`src/rtl/ps2_pkg.sv`:
```
// Shared types and helpers for the PS/2 device-side transmitter.
package ps2_pkg;

    localparam int unsigned BYTE_W     = 8;
    localparam int unsigned FRAME_BITS = 11;

    typedef enum logic [1:0] {
        IDLE    = 2'd0,
        SEND    = 2'd1,
        HOLDOFF = 2'd2
    } ps2_state_e;

    // Bit 0 goes on the wire first.
    typedef struct packed {
        logic              stop;
        logic              parity;
        logic [BYTE_W-1:0] data;
        logic              start;
    } ps2_frame_t;

    function automatic logic odd_parity(input logic [BYTE_W-1:0] b);
        return ~^b;
    endfunction

    function automatic ps2_frame_t make_frame(input logic [BYTE_W-1:0] b);
        ps2_frame_t f;
        f.start  = 1'b0;
        f.data   = b;
        f.parity = odd_parity(b);
        f.stop   = 1'b1;
        return f;
    endfunction

endpackage

```
`src/rtl/ps2_device_tx_if.sv`:
```
// Byte stream handshake into the PS/2 transmitter (push = in_valid & in_ready).
interface ps2_device_tx_if;
    import ps2_pkg::*;

    logic [BYTE_W-1:0] in_data;
    logic              in_valid;
    logic              in_ready;

    modport master (output in_data, output in_valid, input in_ready);
    modport slave  (input in_data, input in_valid, output in_ready);

endinterface

```
`src/rtl/ps2_tx_fifo.sv`:
```
// Synchronous byte FIFO with peeked head, registered count and registered ready.
module ps2_tx_fifo
    import ps2_pkg::*;
#(
    parameter int unsigned DEPTH = 8
) (
    input  logic                     clk,
    input  logic                     rst_n,
    input  logic [BYTE_W-1:0]        push_data,
    input  logic                     push,
    output logic                     ready,
    input  logic                     pop,
    output logic [BYTE_W-1:0]        head_c,
    output logic [$clog2(DEPTH):0]   count,
    output logic [$clog2(DEPTH):0]   count_next_c
);

    localparam int unsigned AW = $clog2(DEPTH);
    localparam int unsigned CW = AW + 1;

    logic [BYTE_W-1:0] mem [DEPTH];
    logic [AW-1:0]     wr_ptr;
    logic [AW-1:0]     rd_ptr;
    logic              push_ok;
    logic              pop_ok;

    always_comb begin
        push_ok      = push & ready;
        pop_ok       = pop & (count != '0);
        count_next_c = count + CW'(push_ok) - CW'(pop_ok);
        head_c       = mem[rd_ptr];
    end

    always_ff @(posedge clk or negedge rst_n) begin
        if (!rst_n) begin
            wr_ptr <= '0;
            rd_ptr <= '0;
            count  <= '0;
            ready  <= 1'b1;
        end else begin
            if (push_ok) wr_ptr <= wr_ptr + AW'(1);
            if (pop_ok)  rd_ptr <= rd_ptr + AW'(1);
            count <= count_next_c;
            ready <= (count_next_c != CW'(DEPTH));
        end
    end

    // Storage needs no reset; validity is tracked by count.
    always_ff @(posedge clk) begin
        if (push_ok) mem[wr_ptr] <= push_data;
    end

endmodule

```
`src/rtl/ps2_device_tx.sv`:
```
// PS/2 device-side transmitter: byte FIFO, open-drain line control, host-inhibit
// detection with automatic retransmit of the head byte.
module ps2_device_tx
    import ps2_pkg::*;
#(
    parameter int unsigned CLK_DIVISOR = 5000,
    parameter int unsigned FIFO_DEPTH  = 8,
    parameter int unsigned IDLE_GAP    = 10000
) (
    input  logic                          clk,
    input  logic                          rst_n,
    ps2_device_tx_if.slave                in_if,
    input  logic                          ps2_clk_in,
    input  logic                          ps2_data_in,
    output logic                          ps2_clk_oe,
    output logic                          ps2_data_oe,
    output logic                          busy,
    output logic [$clog2(FIFO_DEPTH):0]   fifo_count,
    output logic                          abort
);

    localparam int unsigned CNT_W = $clog2(CLK_DIVISOR);
    localparam int unsigned GAP_W = $clog2(IDLE_GAP + 1);
    localparam int unsigned IDX_W = $clog2(FRAME_BITS);
    localparam int unsigned CW    = $clog2(FIFO_DEPTH) + 1;

    localparam logic [CNT_W-1:0] CNT_LAST   = CNT_W'(CLK_DIVISOR - 1);
    localparam logic [CNT_W-1:0] CNT_HALF   = CNT_W'(CLK_DIVISOR / 2);
    localparam logic [CNT_W-1:0] CNT_SAMPLE = CNT_W'(CLK_DIVISOR / 4);
    localparam logic [GAP_W-1:0] GAP_FULL   = GAP_W'(IDLE_GAP);
    localparam logic [IDX_W-1:0] IDX_LAST   = IDX_W'(FRAME_BITS - 1);

    ps2_state_e              state_q, state_n;
    logic [CNT_W-1:0]        bit_cnt_q, bit_cnt_n;
    logic [IDX_W-1:0]        bit_idx_q, bit_idx_n;
    logic [GAP_W-1:0]        gap_q, gap_n;
    logic [FRAME_BITS-1:0]   frame_q, frame_n;
    logic                    clk_oe_n, data_oe_n, abort_n, busy_n;
    logic [1:0]              clk_sync_q, data_sync_q;
    logic                    clk_s, data_s;
    logic                    pop_c;
    logic [BYTE_W-1:0]       head_c;
    logic [CW-1:0]           count_next_c;

    ps2_tx_fifo #(.DEPTH(FIFO_DEPTH)) u_fifo (
        .clk          (clk),
        .rst_n        (rst_n),
        .push_data    (in_if.in_data),
        .push         (in_if.in_valid),
        .ready        (in_if.in_ready),
        .pop          (pop_c),
        .head_c       (head_c),
        .count        (fifo_count),
        .count_next_c (count_next_c)
    );

    // Pad inputs are asynchronous; nothing reads them before the second flop.
    always_ff @(posedge clk or negedge rst_n) begin
        if (!rst_n) begin
            clk_sync_q  <= '0;
            data_sync_q <= '0;
        end else begin
            clk_sync_q  <= {clk_sync_q[0], ps2_clk_in};
            data_sync_q <= {data_sync_q[0], ps2_data_in};
        end
    end

    assign clk_s  = clk_sync_q[1];
    assign data_s = data_sync_q[1];

    always_ff @(posedge clk or negedge rst_n) begin
        if (!rst_n) begin
            state_q     <= IDLE;
            bit_cnt_q   <= '0;
            bit_idx_q   <= '0;
            gap_q       <= '0;
            frame_q     <= '0;
            ps2_clk_oe  <= 1'b0;
            ps2_data_oe <= 1'b0;
            abort       <= 1'b0;
            busy        <= 1'b0;
        end else begin
            state_q     <= state_n;
            bit_cnt_q   <= bit_cnt_n;
            bit_idx_q   <= bit_idx_n;
            gap_q       <= gap_n;
            frame_q     <= frame_n;
            ps2_clk_oe  <= clk_oe_n;
            ps2_data_oe <= data_oe_n;
            abort       <= abort_n;
            busy        <= busy_n;
        end
    end

    always_comb begin
        state_n   = state_q;
        bit_cnt_n = bit_cnt_q;
        bit_idx_n = bit_idx_q;
        gap_n     = gap_q;
        frame_n   = frame_q;
        pop_c     = 1'b0;
        abort_n   = 1'b0;

        unique case (state_q)
            IDLE: begin
                // A host request-to-send (data low) keeps the gap cleared.
                if (clk_s && data_s) begin
                    if (gap_q != GAP_FULL) gap_n = gap_q + GAP_W'(1);
                end else begin
                    gap_n = '0;
                end
                if (gap_q == GAP_FULL && fifo_count != '0) begin
                    state_n   = SEND;
                    bit_cnt_n = '0;
                    bit_idx_n = '0;
                    gap_n     = '0;
                    frame_n   = make_frame(head_c);
                end
            end
            SEND: begin
                if (bit_cnt_q == CNT_SAMPLE && !clk_s) begin
                    state_n = HOLDOFF;
                    abort_n = 1'b1;
                end else if (bit_cnt_q == CNT_LAST) begin
                    bit_cnt_n = '0;
                    if (bit_idx_q == IDX_LAST) begin
                        pop_c   = 1'b1;
                        state_n = IDLE;
                        gap_n   = '0;
                    end else begin
                        bit_idx_n = bit_idx_q + IDX_W'(1);
                        frame_n   = frame_q >> 1;
                    end
                end else begin
                    bit_cnt_n = bit_cnt_q + CNT_W'(1);
                end
            end
            HOLDOFF: begin
                if (clk_s) begin
                    state_n = IDLE;
                    gap_n   = '0;
                end
            end
            default: state_n = IDLE;
        endcase

        // Line enables follow the next state so they change on the same edge.
        clk_oe_n  = (state_n == SEND) && (bit_cnt_n >= CNT_HALF);
        data_oe_n = (state_n == SEND) && !frame_n[0];
        busy_n    = (state_n != IDLE) || (count_next_c != '0);
    end

endmodule

```
`src/flat_wrapper.sv`:
```
// flat-port wrapper written by rule: the top's interface ports become plain ports
module ps2_device_tx_flat import ps2_pkg::*;
#(
    parameter int unsigned CLK_DIVISOR = 5000,
    parameter int unsigned FIFO_DEPTH  = 8,
    parameter int unsigned IDLE_GAP    = 10000
)
  (clk, rst_n, ps2_clk_in, ps2_data_in, ps2_clk_oe, ps2_data_oe, busy, fifo_count, abort, in_if_in_data, in_if_in_valid, in_if_in_ready);
  ps2_device_tx_if in_if_i ();
  input  logic clk;
  input  logic rst_n;
  input  logic ps2_clk_in;
  input  logic ps2_data_in;
  output logic ps2_clk_oe;
  output logic ps2_data_oe;
  output logic busy;
  output logic [$clog2(FIFO_DEPTH):0] fifo_count;
  output logic abort;
  input wire logic [$bits(in_if_i.in_data)-1:0] in_if_in_data;
  input wire logic [$bits(in_if_i.in_valid)-1:0] in_if_in_valid;
  output wire logic [$bits(in_if_i.in_ready)-1:0] in_if_in_ready;
  assign in_if_i.in_data = in_if_in_data;
  assign in_if_i.in_valid = in_if_in_valid;
  assign in_if_in_ready = in_if_i.in_ready;
  ps2_device_tx #(.CLK_DIVISOR(CLK_DIVISOR), .FIFO_DEPTH(FIFO_DEPTH), .IDLE_GAP(IDLE_GAP)) u_core (.clk(clk), .rst_n(rst_n), .in_if(in_if_i), .ps2_clk_in(ps2_clk_in), .ps2_data_in(ps2_data_in), .ps2_clk_oe(ps2_clk_oe), .ps2_data_oe(ps2_data_oe), .busy(busy), .fifo_count(fifo_count), .abort(abort));
endmodule
```
`config.mk`:
```
export PLATFORM = sky130hd
export DESIGN_NAME = ps2_device_tx_flat
export DESIGN_NICKNAME = d
export VERILOG_FILES = /design/src/rtl/ps2_pkg.sv /design/src/rtl/ps2_device_tx_if.sv /design/src/rtl/ps2_tx_fifo.sv /design/src/rtl/ps2_device_tx.sv /design/src/flat_wrapper.sv
export SDC_FILE = /design/constraint.sdc
export NUM_CORES = 1
export LEC_CHECK = 0
export CAP_MARGIN = 10
export CORE_MARGIN = 4
export CORE_UTILIZATION = 54
export CTS_CLUSTER_DIAMETER = 80
export DETAILED_ROUTE_END_ITERATION = 10
export DONT_BUFFER_PORTS = 1
export PLACE_DENSITY = 0.65
export SYNTH_ARGS = -nofsm -noshare
export SYNTH_HDL_FRONTEND = slang
export SYNTH_SLANG_ARGS = --single-unit
export TNS_END_PERCENT = 10
```
`constraint.sdc`:
```
create_clock -name clk -period 4.8 [get_ports clk]
set_input_delay 1.2 -clock clk [delete_from_list [all_inputs] [get_ports clk]]
set_output_delay 1.2 -clock clk [all_outputs]
set_load 0.02 [all_outputs]
```
==> impl_metrics.csv, run 1 <==
group,metric,value,unit
power,power_density,421,nW/um^2
grt,first_global_vias,3968,
grt,global_route.overflow_total,0,
logic_synthesis,post_synthesis_instance_total,501,
clocking,cts.repair.resized,0,
critical_path,worst-endpoint-required,5190,ps
logic_synthesis,yosys_warnings,0,
sta,final_hold_viol_count,0,
grt,grt_max_degree,64,
critical_path,critical_path.startpoint_type,"flop",
clocking,cts-hold-fix-buffers,0,
floorplanning,die_x_extent,113,um
finish,area.growth.synth_to_final,11.4,%
floorplanning,core.rowCount,37,
logic_synthesis,synthesis.area,5900,um^2
grt,global_route_wire_length_before_repair,19.4,mm
min_path,hold_path.class,"flop to flop",
run_status,outcome,"complete, no violations",
clocking,tritoncts_num_sinks,127,
detailed_routing,detail_route.first_pass.iterations,4,
placed_design,placed_instance_count,625,
finish,layoutNonFillerInstCount,658,
floorplanning,die_area,12700,um^2
critical_path,worst-setup-path-type,"flop to flop",
clocking,h-tree-depth,4,
finish,post_route_cell_area,6570,um^2
detailed_routing,remaining_drc_errors,0,
finish,diodes,0,
detailed_routing,routed_wl,11.3,mm
sta,layout_min_cycle_time,3930,ps
sta,max_freq,0.255,GHz
sta,rsz_0062_raised_after_global_routing,"false",
sta,fin_skew,9.20,ps
placed_design,placed_area,6030,um^2
detailed_routing,num_vias,3849,
floorplanning,initial_core_util,0.564,
sta,finalWorstSetupSlack,872,ps
sta,final_slew_violations,0,
sta,setup_total_negative_slack,0,ps
finish,layout-drive-gt1-share,0.109,
logic_synthesis,synth_fp_nets,532,
detailed_routing,post_drt_wl_per_cell,17.2,um
logic_synthesis,number_of_synthesized_flops_with_an_enable_pin,64,
placed_design,gp_congestion,0.895,
clocking,clock_pin_slew_worst_setup_and_hold_paths,60,ps
flow_run,maxCapViolations,0,
clocking,cts_buffer_count,17,
logic_synthesis,post_synth_num_cell_types,61,
detailed_routing,drt.antenna.violating_nets,0,
critical_path,critical_path_peak_fanout,6,
critical_path,setup.worst_path.end_class,"flop",
clocking,clock-root-buffer,"clkbuf_8",
detailed_routing,avgViaCountPerCell,5.85,
grt,total_routing_usage_gr,0.194,
finish,multi_input_comb_area,2260,um^2
logic_synthesis,syn_avg_cell_area,11.8,um^2
detailed_routing,drt-initial-drc-count,215,
clocking,clk_path_buf_depth,2,
finish,seq_area,3500,um^2
sta,min_period_over_period,0.818,
grt,antenna_found_initial,0,
placed_design,place.port_buffers,0,
finish,fillCellCount,831,
sta,tightest_slew,831,ps
clocking,clkLatencyLatePin,530,ps
logic_synthesis,synth_top_flop_cell,"edfxtp_1",
placed_design,detailedPlace.worstSlack,870,ps
placed_design,place_hpwl,7.78,mm
logic_synthesis,yosysSeqAreaShare,0.593,
floorplanning,core_area,10500,um^2
logic_synthesis,flip_flop_and_latch_count_after_synthesis,127,
finish,nNetsFinal,540,
power,p_leak,2.51,nW
clocking,tritoncts_clock_tree,"done",
power,worst_ir_drop_vdd,0.432,mV
floorplanning,y_dimension_of_the_die,113,um
sta,timing.final.setup_violations,0,
clocking,post-cts-setup-buffer-count,0,
floorplanning,pin_count,22,
logic_synthesis,postSynth.asyncResetShare,0.496,
critical_path,arrival,4320,ps
sta,worst_slew_margin_rel,0.444,
-- layout make-up --
type / count / area share
sequential: 127 / 0.532
multi-input combinational: 339 / 0.343
clock buffer: 17 / 0.0630
tap: 136 / 0.0259
clock inverter: 15 / 0.0187
inverter: 19 / 0.0109
timing repair buffer: 5 / 0.00571
-- stage by stage --
step	hold WS [ps]	util	total power (W)
floorplan	331	-	0.00155
global placement	366	0.576	0.00161
detailed placement	348	0.576	0.00163
CTS	339	0.627	0.00279
global route	339	0.628	0.00289
finish	354	0.628	0.00276
-- placed cells by master (no fill, tap or decap), drive strengths merged, types with 4 or more instances in the layout --
cell type,n
o21ai,41
and2,5
mux4,8
nand2,56
a211oi,4
nand2b,5
dfrtp,62
clkinv,12
or2,4
nand3,16
mux2i,18
or3,6
o22ai,10
ha,17
xnor2,11
edfxtp,64
inv,19
buf,5
nor2,41
and3,7
nor2b,4
a21oi,26
xor2,5
clkbuf,17
nor3,11
o31ai,4
nand4,7
-- worst max-delay path: stages, from the launching register on --
cell and delay (ps):
dfrtp_1 430, ha_1 260, and4b_1 240, nand4_1 200
or2_2 370, nor3_1 450, ha_1 330, inv_1 60
ha_1 160, inv_1 60, fa_1 480, inv_1 50
nor3_1 240, or4b_1 470
-- routing by layer --
layer | routed length, um | global-route usage | share of wire | up-vias
li1 | - | - | - | 1855
met1 | 4890 | 0.238 | 0.43 | 1911
met2 | 5880 | 0.326 | 0.52 | 67
met3 | 358 | 0.0528 | 0.032 | 16
met4 | 209 | 0.0785 | 0.018 | 0
met5 | 0 | 0 | 0 | -
-- state kept, by name, indices dropped and copies added (netlist names) --
register / count
u_core.bit_cnt_q: 13
u_core.u_fifo.mem: 64
u_core.clk_sync_q: 2
u_core.bit_idx_q: 4
u_core.ps2_data_oe: 1
u_core.u_fifo.wr_ptr: 3
u_core.ps2_clk_oe: 1
u_core.u_fifo.ready: 1
u_core.frame_q: 11
u_core.abort: 1
u_core.state_q: 2
u_core.u_fifo.count: 4
u_core.busy: 1
u_core.data_sync_q: 2
u_core.gap_q: 14
u_core.u_fifo.rd_ptr: 3
-- cells in the mapped netlist, types with 3 or more instances --
| cell type | number | area, um^2 |
|---|---|---|
| a211oi_1 | 4 | 30.0 |
| a21oi_1 | 26 | 130 |
| and2_1 | 5 | 31.3 |
| and3_1 | 5 | 31.3 |
| buf_2 | 6 | 30.0 |
| clkbuf_1 | 8 | 30.0 |
| dfrtp_1 | 62 | 1550 |
| edfxtp_1 | 64 | 1920 |
| ha_1 | 17 | 213 |
| inv_1 | 18 | 67.6 |
| mux2i_1 | 18 | 180 |
| mux4_2 | 8 | 180 |
| nand2_1 | 56 | 210 |
| nand2b_1 | 5 | 31.3 |
| nand3_1 | 16 | 80.1 |
| nand4_1 | 7 | 43.8 |
| nor2_1 | 41 | 154 |
| nor2b_1 | 3 | 18.8 |
| nor3_1 | 10 | 50.1 |
| nor4b_1 | 3 | 26.3 |
| o21ai_0 | 40 | 200 |
| o22ai_1 | 10 | 62.6 |
| o31ai_1 | 4 | 30.0 |
| or2_2 | 3 | 18.8 |
| or3_1 | 5 | 31.3 |
| xnor2_1 | 11 | 96.3 |
| xor2_1 | 5 | 43.8 |
-- cell families (layout without fill, tap and decap cells) --
logic type               Yosys count  after routing  synth area share
multiplexers                      28             28            0.0649
buffers and inverters             35             56            0.0244
AND/OR/NAND/NOR                  180            180             0.158
adder cells (fa/ha/maj)           18             18            0.0394
AO/OA/AOI/OAI                     97             97            0.0963
XOR/XNOR                          16             16            0.0237
flip-flops                       127            127             0.593
-- power by group --
group / internal, W / leakage (nW) / switching, W
Sequential: 0.00126 / 1.43 / 0.0000773
Clock: 0.000681 / 0.258 / 0.000479
Combinational: 0.000111 / 0.820 / 0.000156
Total: 0.00205 / 2.51 / 0.000712
-- path summary, 6_finish.rpt --
check | startpoint | cells past startpoint | to | slack (ps)
setup / recovery | u_core.bit_cnt_q[1]$_DFF_PN0_ | 13 | u_core.busy$_DFF_PN0_ | 870
hold / removal | u_core.data_sync_q[0]$_DFF_PN0_ | 0 | u_core.data_sync_q[1]$_DFF_PN0_ | 350
setup reg to reg | u_core.bit_cnt_q[1]$_DFF_PN0_ | 13 | u_core.busy$_DFF_PN0_ | 870
hold reg to reg | u_core.data_sync_q[0]$_DFF_PN0_ | 0 | u_core.data_sync_q[1]$_DFF_PN0_ | 350
max in group asynchronous | rst_n | 0 | u_core.u_fifo.ready$_DFF_PN1_ | 4240
min in group asynchronous | rst_n | 0 | u_core.gap_q[3]$_DFFE_PN0P_ | 360
(Power assumes the default switching activity.)
==> inputs of run 2 (changes only) <==
PLACE_DENSITY = 0.68   (was 0.65)
clock period = 3.1 ns   (was 4.8 ns; I/O delays follow)
==> impl_metrics.csv, run 2 (synthesis gave the netlist of run 1 again) <==
group,metric,value,unit
detailed_routing,avgViaCountPerCell,5.83,
finish,post-route-util,0.661,
critical_path,arrival,3530,ps
finish,mostFrequentLayoutCell,"edfxtp_1",
detailed_routing,drt.antenna.violating_nets,0,
sta,final_hold_viol_count,0,
critical_path,critical_path_peak_fanout,2,
critical_path,worst-setup-path-type,"flop to flop",
finish,layout-drive-gt1-share,0.177,
floorplanning,die_area,12700,um^2
clocking,h-tree-depth,4,
clocking,clk_path_buf_depth,2,
critical_path,cp_slowest_stage_delay,450,ps
sta,min_period_over_period,1.02,
detailed_routing,drt-initial-drc-count,270,
sta,timing.final.setup_violations,1,
critical_path,path_cells,"ha_2 -> and4b_1 -> nand4_1 -> or2_4 -> nor3_4 -> ha_1 -> inv_2 -> ha_4 -> inv_2 -> fa_1 -> xnor2_1 -> nor3_4 -> or4b_1",
run_status,violations,"setup timing",
critical_path,crit-reg2reg-launch,"u_core.bit_cnt_q[1]$_DFF_PN0_",
detailed_routing,post_drt_wl_per_cell,17.9,um
sta,layout_min_cycle_time,3150,ps
grt,total_routing_usage_gr,0.210,
detailed_routing,detail_route.first_pass.iterations,5,
clocking,tritoncts_clock_tree,"done",
floorplanning,pin_count,22,
critical_path,crit_path_top_delay_cell,"or4b_1",
power,power_density,662,nW/um^2
sta,final_slew_violations,0,
finish,fillCellCount,781,
sta,rsz_0062_raised_after_global_routing,"true",
power,p_leak,2.69,nW
detailed_routing,remaining_drc_errors,0,
finish,area.growth.synth_to_final,17.2,%
placed_design,place.port_buffers,0,
floorplanning,initial_core_util,0.564,
placed_design,placed_area,6290,um^2
detailed_routing,m1WireLength,5.64,mm
detailed_routing,routed_wl,12.3,mm
grt,global_route_wire_length_before_repair,20.9,mm
detailed_routing,top_signal_layer_used,"met4",
sta,tightest_slew,815,ps
critical_path,worstRegToRegCells,13,
critical_path,worst_path_dominant_cell_family,"simple AND/OR/NAND/NOR gates",
detailed_routing,wl_met3,792,um
finish,most_flops_register,"u_core.u_fifo.mem",
grt,grt_max_degree,63,
floorplanning,core_area,10500,um^2
floorplanning,core.rowCount,37,
critical_path,worst-endpoint-required,3480,ps
critical_path,cp.buffers_inverters,2,
sta,worst_slew_margin_rel,0.455,
critical_path,critical_path.startpoint_type,"flop",
finish,largest_register_ffs,64,
clocking,clock-root-buffer,"clkbuf_8",
clocking,tritoncts_num_sinks,127,
placed_design,gp_congestion,0.903,
floorplanning,y_dimension_of_the_die,113,um
floorplanning,die_x_extent,113,um
finish,nNetsFinal,571,
flow_run,maxCapViolations,0,
critical_path,reg2reg_slack,-50,ps
sta,fin_skew,8.78,ps
finish,diodes,0,
clocking,clock_pin_slew_worst_setup_and_hold_paths,60,ps
min_path,hold_path.class,"input port to async pin",
placed_design,detailedPlace.worstSlack,-44.2,ps
critical_path,setup.worst_path.end_class,"flop",
clocking,clkLatencyLatePin,510,ps
sta,finalWorstSetupSlack,-49.0,ps
sta,max_freq,0.318,GHz
finish,reg.largest.list,"u_core.u_fifo.mem x64, u_core.gap_q x14, u_core.bit_cnt_q x13",
grt,global_route.overflow_total,0,
finish,layout.cells.most_common_list,"edfxtp_1, dfrtp_1, nand2_1",
critical_path,worst_flop_to_flop_path_endpoint,"u_core.busy$_DFF_PN0_",
detailed_routing,met2_length,5.80,mm
clocking,cts_buffer_count,17,
placed_design,place_hpwl,8.08,mm
finish,post_route_cell_area,6920,um^2
power,worst_ir_drop_vdd,0.545,mV
run_status,outcome,"finished with violations",
grt,antenna_found_initial,0,
detailed_routing,num_vias,4016,
grt,first_global_vias,4050,
run 2: worst max-delay path by stage:
stage / start / endpoint / slack, ps / depth (start not counted)
CTS: u_core.bit_cnt_q[1]$_DFF_PN0_ / u_core.busy$_DFF_PN0_ / -70 / 13
finish: u_core.bit_cnt_q[1]$_DFF_PN0_ / u_core.busy$_DFF_PN0_ / -50 / 13
detailed placement: u_core.bit_cnt_q[1]$_DFF_PN0_ / u_core.busy$_DFF_PN0_ / -40 / 13
global placement: u_core.bit_cnt_q[1]$_DFF_PN0_ / u_core.busy$_DFF_PN0_ / 20 / 13
global route: u_core.bit_cnt_q[1]$_DFF_PN0_ / u_core.busy$_DFF_PN0_ / -190 / 13
floorplan: u_core.bit_cnt_q[1]$_DFF_PN0_ / u_core.busy$_DFF_PN0_ / -70 / 13
run 2: worst register-to-register path, cell delays in order (launching register included):
cell and delay (ps):
dfrtp_1 350, ha_2 180, and4b_1 230, nand4_1 170, or2_4 290, nor3_4 130, ha_1 260, inv_2 80
ha_4 140, inv_2 40, fa_1 370, xnor2_1 200, nor3_4 160, or4b_1 450
run 2: timing repair:
action / 4_1_cts / 5_1_grt
hold buffers: 1 / 0
endpoints found under the hold margin: 62 / 0
gates resized for setup: 1 / 6
setup buffers: 1 / 0
endpoints found under the setup margin: 1 / 8
pin swaps: 1 / 0
gates cloned: 0 / 0
run 2: area by class of cell:
type / count / area, um^2 / share of cell area
Clock buffer: 18 / 418 / 0.0604
Timing Repair Buffer: 36 / 303 / 0.0438
Multi-Input combinational cell: 339 / 2300 / 0.332
Tap cell: 136 / 170 / 0.0246
Sequential cell: 127 / 3500 / 0.506
Inverter: 19 / 71.3 / 0.0103
Clock inverter: 14 / 156 / 0.0226
run 2: metal layers:
layer  up-vias  global-route usage
li1       1909                   -
met1      1983               0.295
met2       115               0.318
met3         9              0.0658
met4         0              0.0625
met5         -                   0
run 2: through the flow:
| stage | total power [W] | hold WS [ps] | setup TNS [ps] | std cells |
|---|---|---|---|---|
| 2_1_floorplan | 0.00241 | 331 | -67.6 | 501 |
| 3_3_place_gp | 0.00259 | 333 | 0 | 655 |
| 3_5_place_dp | 0.00261 | 337 | -44.2 | 655 |
| 4_1_cts | 0.00457 | 76.9 | -74.5 | 689 |
| 5_1_grt | 0.00479 | 71.7 | -187 | 689 |
| 6_report | 0.00458 | 103 | -49.0 | 689 |
run 2: where the power goes:
part / switching (W) / leakage, nW / total, W / internal (W)
combinational: 0.000372 / 0.989 / 0.000633 / 0.000261
sequential: 0.0000720 / 1.43 / 0.00202 / 0.00195
clock: 0.000764 / 0.271 / 0.00192 / 0.00116
